File: src/rtl/nibble_serial_adder_if.sv
// nibble_serial_adder_if: start/done handshake bundle for the nibble-serial adder.
// Ports: start, op_sub, a, b (master to slave); ready, busy, done, result, cout, overflow (slave to master).
interface nibble_serial_adder_if #(parameter int WIDTH = 32);
    logic             start;
    logic             op_sub;
    logic [WIDTH-1:0] a;
    logic [WIDTH-1:0] b;
    logic             ready;
    logic             busy;
    logic             done;
    logic [WIDTH-1:0] result;
    logic             cout;
    logic             overflow;
    modport master (output start, op_sub, a, b, input ready, busy, done, result, cout, overflow);
    modport slave  (input start, op_sub, a, b, output ready, busy, done, result, cout, overflow);
endinterface

File: src/rtl/nibble_serial_adder.sv
// nibble_serial_adder: multi-cycle add/subtract reusing one 4-bit carry-lookahead slice, LSB nibble first.
// Ports: clk, rst_n (async active-low), bus (nibble_serial_adder_if.slave).
// Optional: define NSA_OVERFLOW_EN to compute signed overflow; otherwise overflow is tied to 0.
module cla_4bit (
    input  logic [3:0] a,
    input  logic [3:0] b,
    input  logic       ci,
    output logic [3:0] s,
    output logic       co
);
    logic [3:0] g, p;
    logic [3:1] c;
    assign g = a & b;
    assign p = a ^ b;
    assign c[1] = g[0] | (p[0] & ci);
    assign c[2] = g[1] | (p[1] & g[0]) | (p[1] & p[0] & ci);
    assign c[3] = g[2] | (p[2] & g[1]) | (p[2] & p[1] & g[0]) | (p[2] & p[1] & p[0] & ci);
    assign co   = g[3] | (p[3] & g[2]) | (p[3] & p[2] & g[1]) | (p[3] & p[2] & p[1] & g[0])
                | (p[3] & p[2] & p[1] & p[0] & ci);
    assign s    = p ^ {c, ci};
endmodule

module nibble_serial_adder #(parameter int WIDTH = 32) (
    input  logic                 clk,
    input  logic                 rst_n,
    nibble_serial_adder_if.slave bus
);
    localparam int N  = WIDTH / 4;
    localparam int CW = $clog2(N);
    typedef enum logic [1:0] {IDLE, RUN, DONE} state_t;
    state_t           state, state_nx;
    logic [WIDTH-1:0] sa, sb, res;
    logic             c, cout_r, co, accept, last;
    logic [CW-1:0]    cnt;
    logic [3:0]       sum;
    cla_4bit u_cla (.a(sa[3:0]), .b(sb[3:0]), .ci(c), .s(sum), .co(co));
    assign accept = bus.start && state != RUN;
    assign last   = state == RUN && cnt == CW'(N - 1);
    always_ff @(posedge clk or negedge rst_n)
        if (!rst_n) state <= IDLE;
        else        state <= state_nx;
    // Outputs decode only the state register, so no input reaches an output combinationally.
    always_comb begin
        state_nx  = state == RUN ? (last ? DONE : RUN) : (bus.start ? RUN : IDLE);
        bus.ready = state != RUN;
        bus.busy  = state == RUN;
        bus.done  = state == DONE;
    end
    // Subtraction is a + ~b + 1: the inversion is applied once at capture and the +1 seeds the carry.
    always_ff @(posedge clk or negedge rst_n)
        if (!rst_n) begin
            sa     <= '0;
            sb     <= '0;
            res    <= '0;
            c      <= 1'b0;
            cout_r <= 1'b0;
            cnt    <= '0;
        end else if (accept) begin
            sa  <= bus.a;
            sb  <= bus.op_sub ? ~bus.b : bus.b;
            c   <= bus.op_sub;
            res <= '0;
            cnt <= '0;
        end else if (state == RUN) begin
            res <= {sum, res[WIDTH-1:4]};
            sa  <= sa >> 4;
            sb  <= sb >> 4;
            c   <= co;
            cnt <= last ? cnt : cnt + 1'b1;
            if (last) cout_r <= co;
        end
    assign bus.result = res;
    assign bus.cout   = cout_r;
`ifdef NSA_OVERFLOW_EN
    logic ovf;
    // On the last nibble sa[3]/sb[3] are the operand MSBs and sum[3] is the result MSB.
    always_ff @(posedge clk or negedge rst_n)
        if (!rst_n)      ovf <= 1'b0;
        else if (accept) ovf <= 1'b0;
        else if (last)   ovf <= (sa[3] == sb[3]) && (sum[3] != sa[3]);
    assign bus.overflow = ovf;
`else
    assign bus.overflow = 1'b0;
`endif
endmodule

File: src/flat_wrapper.sv
// flat-port wrapper written by rule: the top's interface ports become plain ports
module nibble_serial_adder_flat 
#(parameter int WIDTH = 32)
  (clk, rst_n, bus_start, bus_op_sub, bus_a, bus_b, bus_ready, bus_busy, bus_done, bus_result, bus_cout, bus_overflow);
  nibble_serial_adder_if #(.WIDTH(WIDTH)) bus_i ();
  input  logic clk;
  input  logic rst_n;
  input wire logic [$bits(bus_i.start)-1:0] bus_start;
  input wire logic [$bits(bus_i.op_sub)-1:0] bus_op_sub;
  input wire logic [$bits(bus_i.a)-1:0] bus_a;
  input wire logic [$bits(bus_i.b)-1:0] bus_b;
  output wire logic [$bits(bus_i.ready)-1:0] bus_ready;
  output wire logic [$bits(bus_i.busy)-1:0] bus_busy;
  output wire logic [$bits(bus_i.done)-1:0] bus_done;
  output wire logic [$bits(bus_i.result)-1:0] bus_result;
  output wire logic [$bits(bus_i.cout)-1:0] bus_cout;
  output wire logic [$bits(bus_i.overflow)-1:0] bus_overflow;
  assign bus_i.start = bus_start;
  assign bus_i.op_sub = bus_op_sub;
  assign bus_i.a = bus_a;
  assign bus_i.b = bus_b;
  assign bus_ready = bus_i.ready;
  assign bus_busy = bus_i.busy;
  assign bus_done = bus_i.done;
  assign bus_result = bus_i.result;
  assign bus_cout = bus_i.cout;
  assign bus_overflow = bus_i.overflow;
  nibble_serial_adder #(.WIDTH(WIDTH)) u_core (.clk(clk), .rst_n(rst_n), .bus(bus_i));
endmodule
File: config.mk
export PLATFORM = sky130hd
export DESIGN_NAME = nibble_serial_adder_flat
export DESIGN_NICKNAME = d
export VERILOG_FILES = /design/src/rtl/nibble_serial_adder_if.sv /design/src/rtl/nibble_serial_adder.sv /design/src/flat_wrapper.sv
export SDC_FILE = /design/constraint.sdc
export NUM_CORES = 1
export LEC_CHECK = 0
export BUFFER_PORTS_ARGS = -buffer_cell sky130_fd_sc_hd__buf_2
export CORE_MARGIN = 10
export CORE_UTILIZATION = 30
export CTS_BUF_LIST = sky130_fd_sc_hd__clkbuf_2
export DETAILED_ROUTE_END_ITERATION = 10
export GPL_ROUTABILITY_DRIVEN = 0
export PLACE_DENSITY = 0.6
export RECOVER_POWER = 100
export SLEW_MARGIN = 20
export SYNTH_ARGS = -nofsm -noshare
export SYNTH_HDL_FRONTEND = slang
export SYNTH_HIERARCHICAL = 1
export SYNTH_SLANG_ARGS = --single-unit
File: constraint.sdc
create_clock -name clk -period 1.8 [get_ports clk]
set_clock_uncertainty 0.2 [all_clocks]
set_input_delay 0.36 -clock clk [delete_from_list [all_inputs] [get_ports clk]]
set_output_delay 0.36 -clock clk [all_outputs]
set_load 0.02 [all_outputs]
Word level (Yosys, flattened, before mapping)
Index checks and enable logic that the tools add are counted.
{"block": "totals", "romBits": 0, "wordCells": 64, "ramBits": 0, "n_memories": 0, "inputBits": 68, "output_inout_bits": 37, "reg_bits": 103, "latch_bits": 0}
{"block": "classes", "order_cmp": 0, "n_mul": 0, "reduce_logical": 5, "n_eq_ne": 5, "bitwise": 31, "addsub": 1, "div": 0, "shifts": 0, "muxes": 15}
{"operator": "2-to-1 mux 32 bit", "count": 7}
{"operator": "inverter 32 bit", "count": 1}
{"operator": "AND 1 bit", "count": 16}
{"operator": "bitwise OR 1 bit", "count": 10}
{"operator": "2-to-1 mux 3 bit", "count": 3}
{"operator": "bitwise XOR 4 bit", "count": 2}
{"operator": "AND 4 bit", "count": 1}
{"operator": "2-to-1 mux 2 bit", "count": 2}
{"operator": "inequality test 2 x 1 -> 1 bit (second input constant)", "count": 2}
{"operator": "adder 3 x 1 -> 3 bit (second input constant)", "count": 1}
{"operator": "equality test 3 bit (second input constant)", "count": 1}
{"operator": "2-to-1 mux 1 bit", "count": 3}
{"operator": "AND reduction 3 bit", "count": 1}
{"operator": "equality test 2 x 1 -> 1 bit (second input constant)", "count": 1}
{"operator": "equality test 2 bit (second input constant)", "count": 1}
{"operator": "logical AND 1 bit", "count": 2}
{"operator": "AND reduction 2 bit", "count": 1}
{"operator": "nonzero test 2 bit", "count": 1}
{"operator": "inverter 1 bit", "count": 1}

Longest topological paths before layout
{"block": "depth", "ltp_word": 8, "mapped_depth": 7, "ltp_nobuf": 6}

By module
The synthesis kept the hierarchy.
{"module": "nibble_serial_adder", "seq_area_each_um2": 2577.5, "area_each_um2": 4872.2, "instances": 1, "cells_per_inst": 470}
{"module": "cla_4bit", "seq_area_each_um2": 0.0, "area_each_um2": 147.6, "instances": 1, "cells_per_inst": 17}

Worst setup path before layout
OpenSTA, ideal clock, no wires.
{"block": "synth_timing", "kind": "register to register", "startpoint": "register u_core.sa[0]", "endpoint": "register u_core.cout_r, in the netlist u_core/bus.cout", "setup_ns": 0.125, "arrival_ns": 1.483, "path_slack_ns": -0.007, "n_path_buf": 0, "synth_period_minus_slack_ns": 1.807, "stages_incl_launch_ff": 6, "cell_sequence": "dfrtp_1 > ha_1 > a21o_1 > a31o_1 > a21o_1 > mux2_2"}
{"block": "synth_via", "elab_chain_cells": 4, "word_cells_on_any_way": 7, "classes_between": "bitwise: 7"}
{"item": "from (decl)", "line_no": "nibble_serial_adder.sv:32", "source": "logic [WIDTH-1:0] sa, sb, res;"}
{"item": "from (signal assigned)", "line_no": "nibble_serial_adder.sv:59", "source": "sa <= bus.a;"}
{"item": "from (signal assigned)", "line_no": "nibble_serial_adder.sv:66", "source": "sa <= sa >> 4;"}
{"item": "AND 4 bit / bitwise XOR 4 bit (equally long branches)", "line_no": "nibble_serial_adder.sv:13, nibble_serial_adder.sv:14"}
{"item": "AND 1 bit, on equally long branches", "line_no": "nibble_serial_adder.sv:18, nibble_serial_adder.sv:19"}
{"item": "bitwise OR 1 bit / AND 1 bit (equally long branches)", "line_no": "nibble_serial_adder.sv:18, nibble_serial_adder.sv:19"}
{"item": "bitwise OR 1 bit (*)", "line_no": "nibble_serial_adder.sv:19", "source": "| (p[3] & p[2] & p[1] & p[0] & ci);"}
{"item": "via u_core.co", "line_no": "nibble_serial_adder.sv:33", "source": "logic c, cout_r, co, accept, last;"}
{"item": "to (signal assigned)", "line_no": "nibble_serial_adder.sv:70", "source": "if (last) cout_r <= co;"}
{"item": "to (decl)", "line_no": "nibble_serial_adder.sv:33"}
Mark *: on every way through the listed nets, which the timed path passes. The rest lies on a longest branch.
A chain may end at the register's enable or synchronous reset.

Final worst setup path
{"block": "layout_timing", "startpoint": "register u_core.state[1]", "endpoint": "output bus_done"}
{"block": "layout_via", "elab_chain_cells": 1}
{"item": "from (decl)", "line_no": "nibble_serial_adder.sv:31", "source": "state_t state, state_nx;"}
{"item": "from (signal assigned)", "line_no": "nibble_serial_adder.sv:41", "source": "else state <= state_nx;"}
{"item": "equality test 2 bit", "line_no": "nibble_serial_adder.sv:47", "source": "bus.done = state == DONE;"}
{"item": "to (decl)", "line_no": "flat_wrapper.sv:14", "source": "output wire logic [$bits(bus_i.done)-1:0] bus_done;"}
No other way between the ends.

==> results by group <==
GRT
  • GRT Total Usage: 12.3%
  • Largest net degree at the start of global routing: 129
  • GRT overflow: 0
  • Vias in the first global route: 4397
  • Antenna violations before repair: 1
  • First-pass GRT wire length: 22200 um

STA
  • Slew headroom: 13.4%
  • Tcrit/Tclk final: 115%
  • RSZ-0062 raised after global routing: true
  • Max Clk Rate: 481 MHz
  • Setup WS post-layout: -0.278 ns
  • Slew Limit Fails: 0
  • Final setup fails: 14
  • Final Hold Vio Count: 0
  • Worst-margin pin slew: 1.30 ns
  • Hold WS: 0.318 ns
  • Tmin final: 2.08 ns

Route
  • Drt drc: 0
  • Wire per inst: 15.3 um
  • Initial DRC count: 193
  • Detailed-route wire length: 14100 um
  • DR vias/cell: 4.56
  • Via count: 4202
  • Detailed Routing Iterations Pass 1: 5
  • Routed Antenna Nets: 0

Power and ir drop
  • P_int: 5.71 mW
  • Sw frac: 39.8%
  • Sw Pwr: 3.78 mW
  • Static Leak: 3.64 nW
  • Seq pwr share: 39.6%
  • Worst vdd ir: 777 uV
  • Comb power frac: 47.8%
  • PwrDens: 1320 nW/um2
  • Clk pwr share: 12.6%

Synth
  • Yosys cell types: 26
  • Post-Syn Area: 5020 um2
  • Ys Warns: 6
  • #FFs+latches synth: 103
  • Cells after synthesis: 487
  • Synth async-reset ratio: 100%
  • Post-synth EDFFs: 0
  • Mean Syn Cell Area: 10.3 um2
  • Seq/Total Area, Yosys: 51.3%
  • Syn_nets: 562
  • Post-synth top flop: dfrtp_1

Worst setup path
  • Slowest cell on crit path: dfrtp_1
  • Worst Path Required: 1.24 ns
  • CP arrival: 1.52 ns
  • Worst r2r src: u_core/sa[0]
  • Top delay family on crit path: flip-flops
  • Critical Path Start Type: register
  • CP Capture Type: primary output
  • CP peak stage delay: 0.48 ns
  • R2R Path End: u_core/bus.cout
  • Worst Path Class, Setup: reg2out
  • Crit-path cells: buf_4, nor2b_2, buf_6
  • Critical path fanouts, max: 2
  • FF-to-FF setup slack: -0.01 ns
  • Reg2reg path depth: 5
  • WP buf/inv: 2

Finish
  • Nets: 770
  • Layout area overhead: 43.3%
  • Proportion of layout cells with a drive suffix above 1: 25.6%

Outcome
  • Status: finished, violations left
  • Failing checks: setup timing

Clock network
  • Total clock sinks: 103
  • Clock Path Buffers: 2
  • Clock slew at reported path FFs: 0.28 ns
  • Worst-skew pair later-pin latency: 0.63 ns
  • CTS tree: done
  • H-tree Lvls: 3
  • Buffer type at the clock tree root: clkbuf_2
  • CTS Buf Count: 9

Die
  • Row Count: 47
  • Die area: 22300 um2
  • Ports: 105
  • Die height: 149 um
  • Die X: 149 um
  • Starting Density: 30.5%
  • Core area: 16500 um2

Place
  • DP HPWL: 8890 um
  • Setup WS pre-CTS: -0.00790 ns
  • Port Buffer Count: 103

Min path
  • HP Class: reg2reg
  • Hold path endpoint: u_core/sa[10]
  • WHS Path Cells: 2
  • Hold_sp: u_core/sa[14]

Flow run
  • Max Cap Violations: 0
## power by group through the flow
stage                     clock [mW]  combinational, mW  sequential [mW]
final                           1.19               4.54             3.76
after global routing            1.33               5.01             3.86
after CTS                       1.25               4.41             3.75
after detailed placement           0               3.32             3.82
after global placement             0               3.21             3.79
after floorplan                    0               2.08             4.01
## worst max path at each step
stage / slack, ns / to / depth (start not counted) / startpoint
2_1_floorplan: 0.03 / u_core/bus.cout / 5 / u_core/sa[0]
3_3_place_gp: 0.02 / u_core/bus.cout / 5 / u_core/sa[0]
3_5_place_dp: -0.008 / u_core/bus.cout / 5 / u_core/sa[0]
4_1_cts: -0.36 / bus_busy / 3 / u_core/state[1]
5_1_grt: -0.40 / bus_busy / 3 / u_core/state[1]
6_report: -0.28 / bus_done / 3 / u_core/state[1]
## metal layers
metal / routed length, um / vias up / global-route usage [%] / part of all wire (%)
met1: 6080 / 2055 / 14.5 / 43
met4: 166 / 0 / 3.43 / 1.2
met3: 801 / 13 / 3.64 / 5.7
met5: 0 / - / 0 / 0
li1: - / 2038 / - / -
met2: 7090 / 96 / 21.3 / 50
## synth_stat cells (2+ instances only)
cell type | instances | area share, %
mux2i_1 | 61 | 12
a21oi_1 | 5 | 0.50
buf_4 | 18 | 2.7
ha_1 | 6 | 1.5
o21ai_1 | 57 | 5.7
o21ai_0 | 5 | 0.50
nor2_1 | 5 | 0.37
clkbuf_1 | 8 | 0.60
a21o_1 | 3 | 0.45
nand2_1 | 121 | 9.0
dfrtp_1 | 103 | 51
a22o_1 | 2 | 0.35
nand3b_1 | 33 | 4.9
buf_6 | 6 | 1.3
xor2_1 | 29 | 5.1
inv_1 | 6 | 0.45
mux2_2 | 2 | 0.45
xnor2_1 | 6 | 1.0
buf_2 | 4 | 0.40
## sequential cells by signal (all words and copies together), names as in the netlist
name,count
u_core/state,2
u_core/sb,32
u_core/bus.result,32
u_core/sa,32
u_core/bus.cout,1
u_core/cnt,3
u_core/c,1
## placed cells by master (no fill, tap or decap), types with 2 or more instances in the layout
cell type and n:
mux2_2 2, clkbuf_1 2, a22o_1 2, xnor2_1 6
clkbuf_4 3, buf_2 65, nand3b_1 33, a21oi_1 5
o21ai_1 57, buf_4 45, inv_1 6, o21ai_0 5
nor2_1 5, nand2_1 121, dlygate4sd3_1 74, ha_1 5
buf_12 5, clkbuf_2 11, dfrtp_1 103, mux2i_1 61
xor2_1 29, a21o_1 3, inv_6 2, buf_6 35
## timing repair
action,in CTS,in global routing
gates resized for setup,73,3
endpoints found under the hold margin,169,0
pin swaps,2,1
endpoints found under the setup margin,37,53
setup buffers,35,5
gates cloned,0,1
hold buffers,75,0
## worst reg2reg max path, cell delays in order (launching register included)
cell and delay (ns):
dfrtp_1 0.46, ha_1 0.29, a21o_1 0.17, a31o_1 0.19, a21o_1 0.17, mux2_2 0.25
## metrics by stage
stage	cell area [um2]	std cells	util (%)	total power [mW]	setup TNS [ns]
after floorplan	5030	487	-	6.10	0
after global placement	5780	788	35.1	7.00	0
after detailed placement	5780	788	35.1	7.13	-0.00790
after CTS	7150	914	43.4	9.41	-3.25
after global routing	7190	921	43.7	10.2	-4.20
final	7190	921	43.7	9.49	-0.900
## cell families after synthesis
family / synth area share, %
flops: 51.3
simple gates: 14.7
mux: 12.6
other cells: 0.0747
buf+inv: 5.66
fa+ha+maj: 1.89
compound gates: 7.65
xor+xnor: 6.11
## area by class of cell
type	count	area, um2
Fill cell	1560	9270
Sequential cell	103	2580
Multi-Input combinational cell	340	2180
Timing Repair Buffer	234	2010
Tap cell	220	275
Clock inverter	7	78.8
Clock buffer	9	45.0
Inverter	7	28.8
Antenna cell	1	2.50
Power figures use the tool's default switching activity.
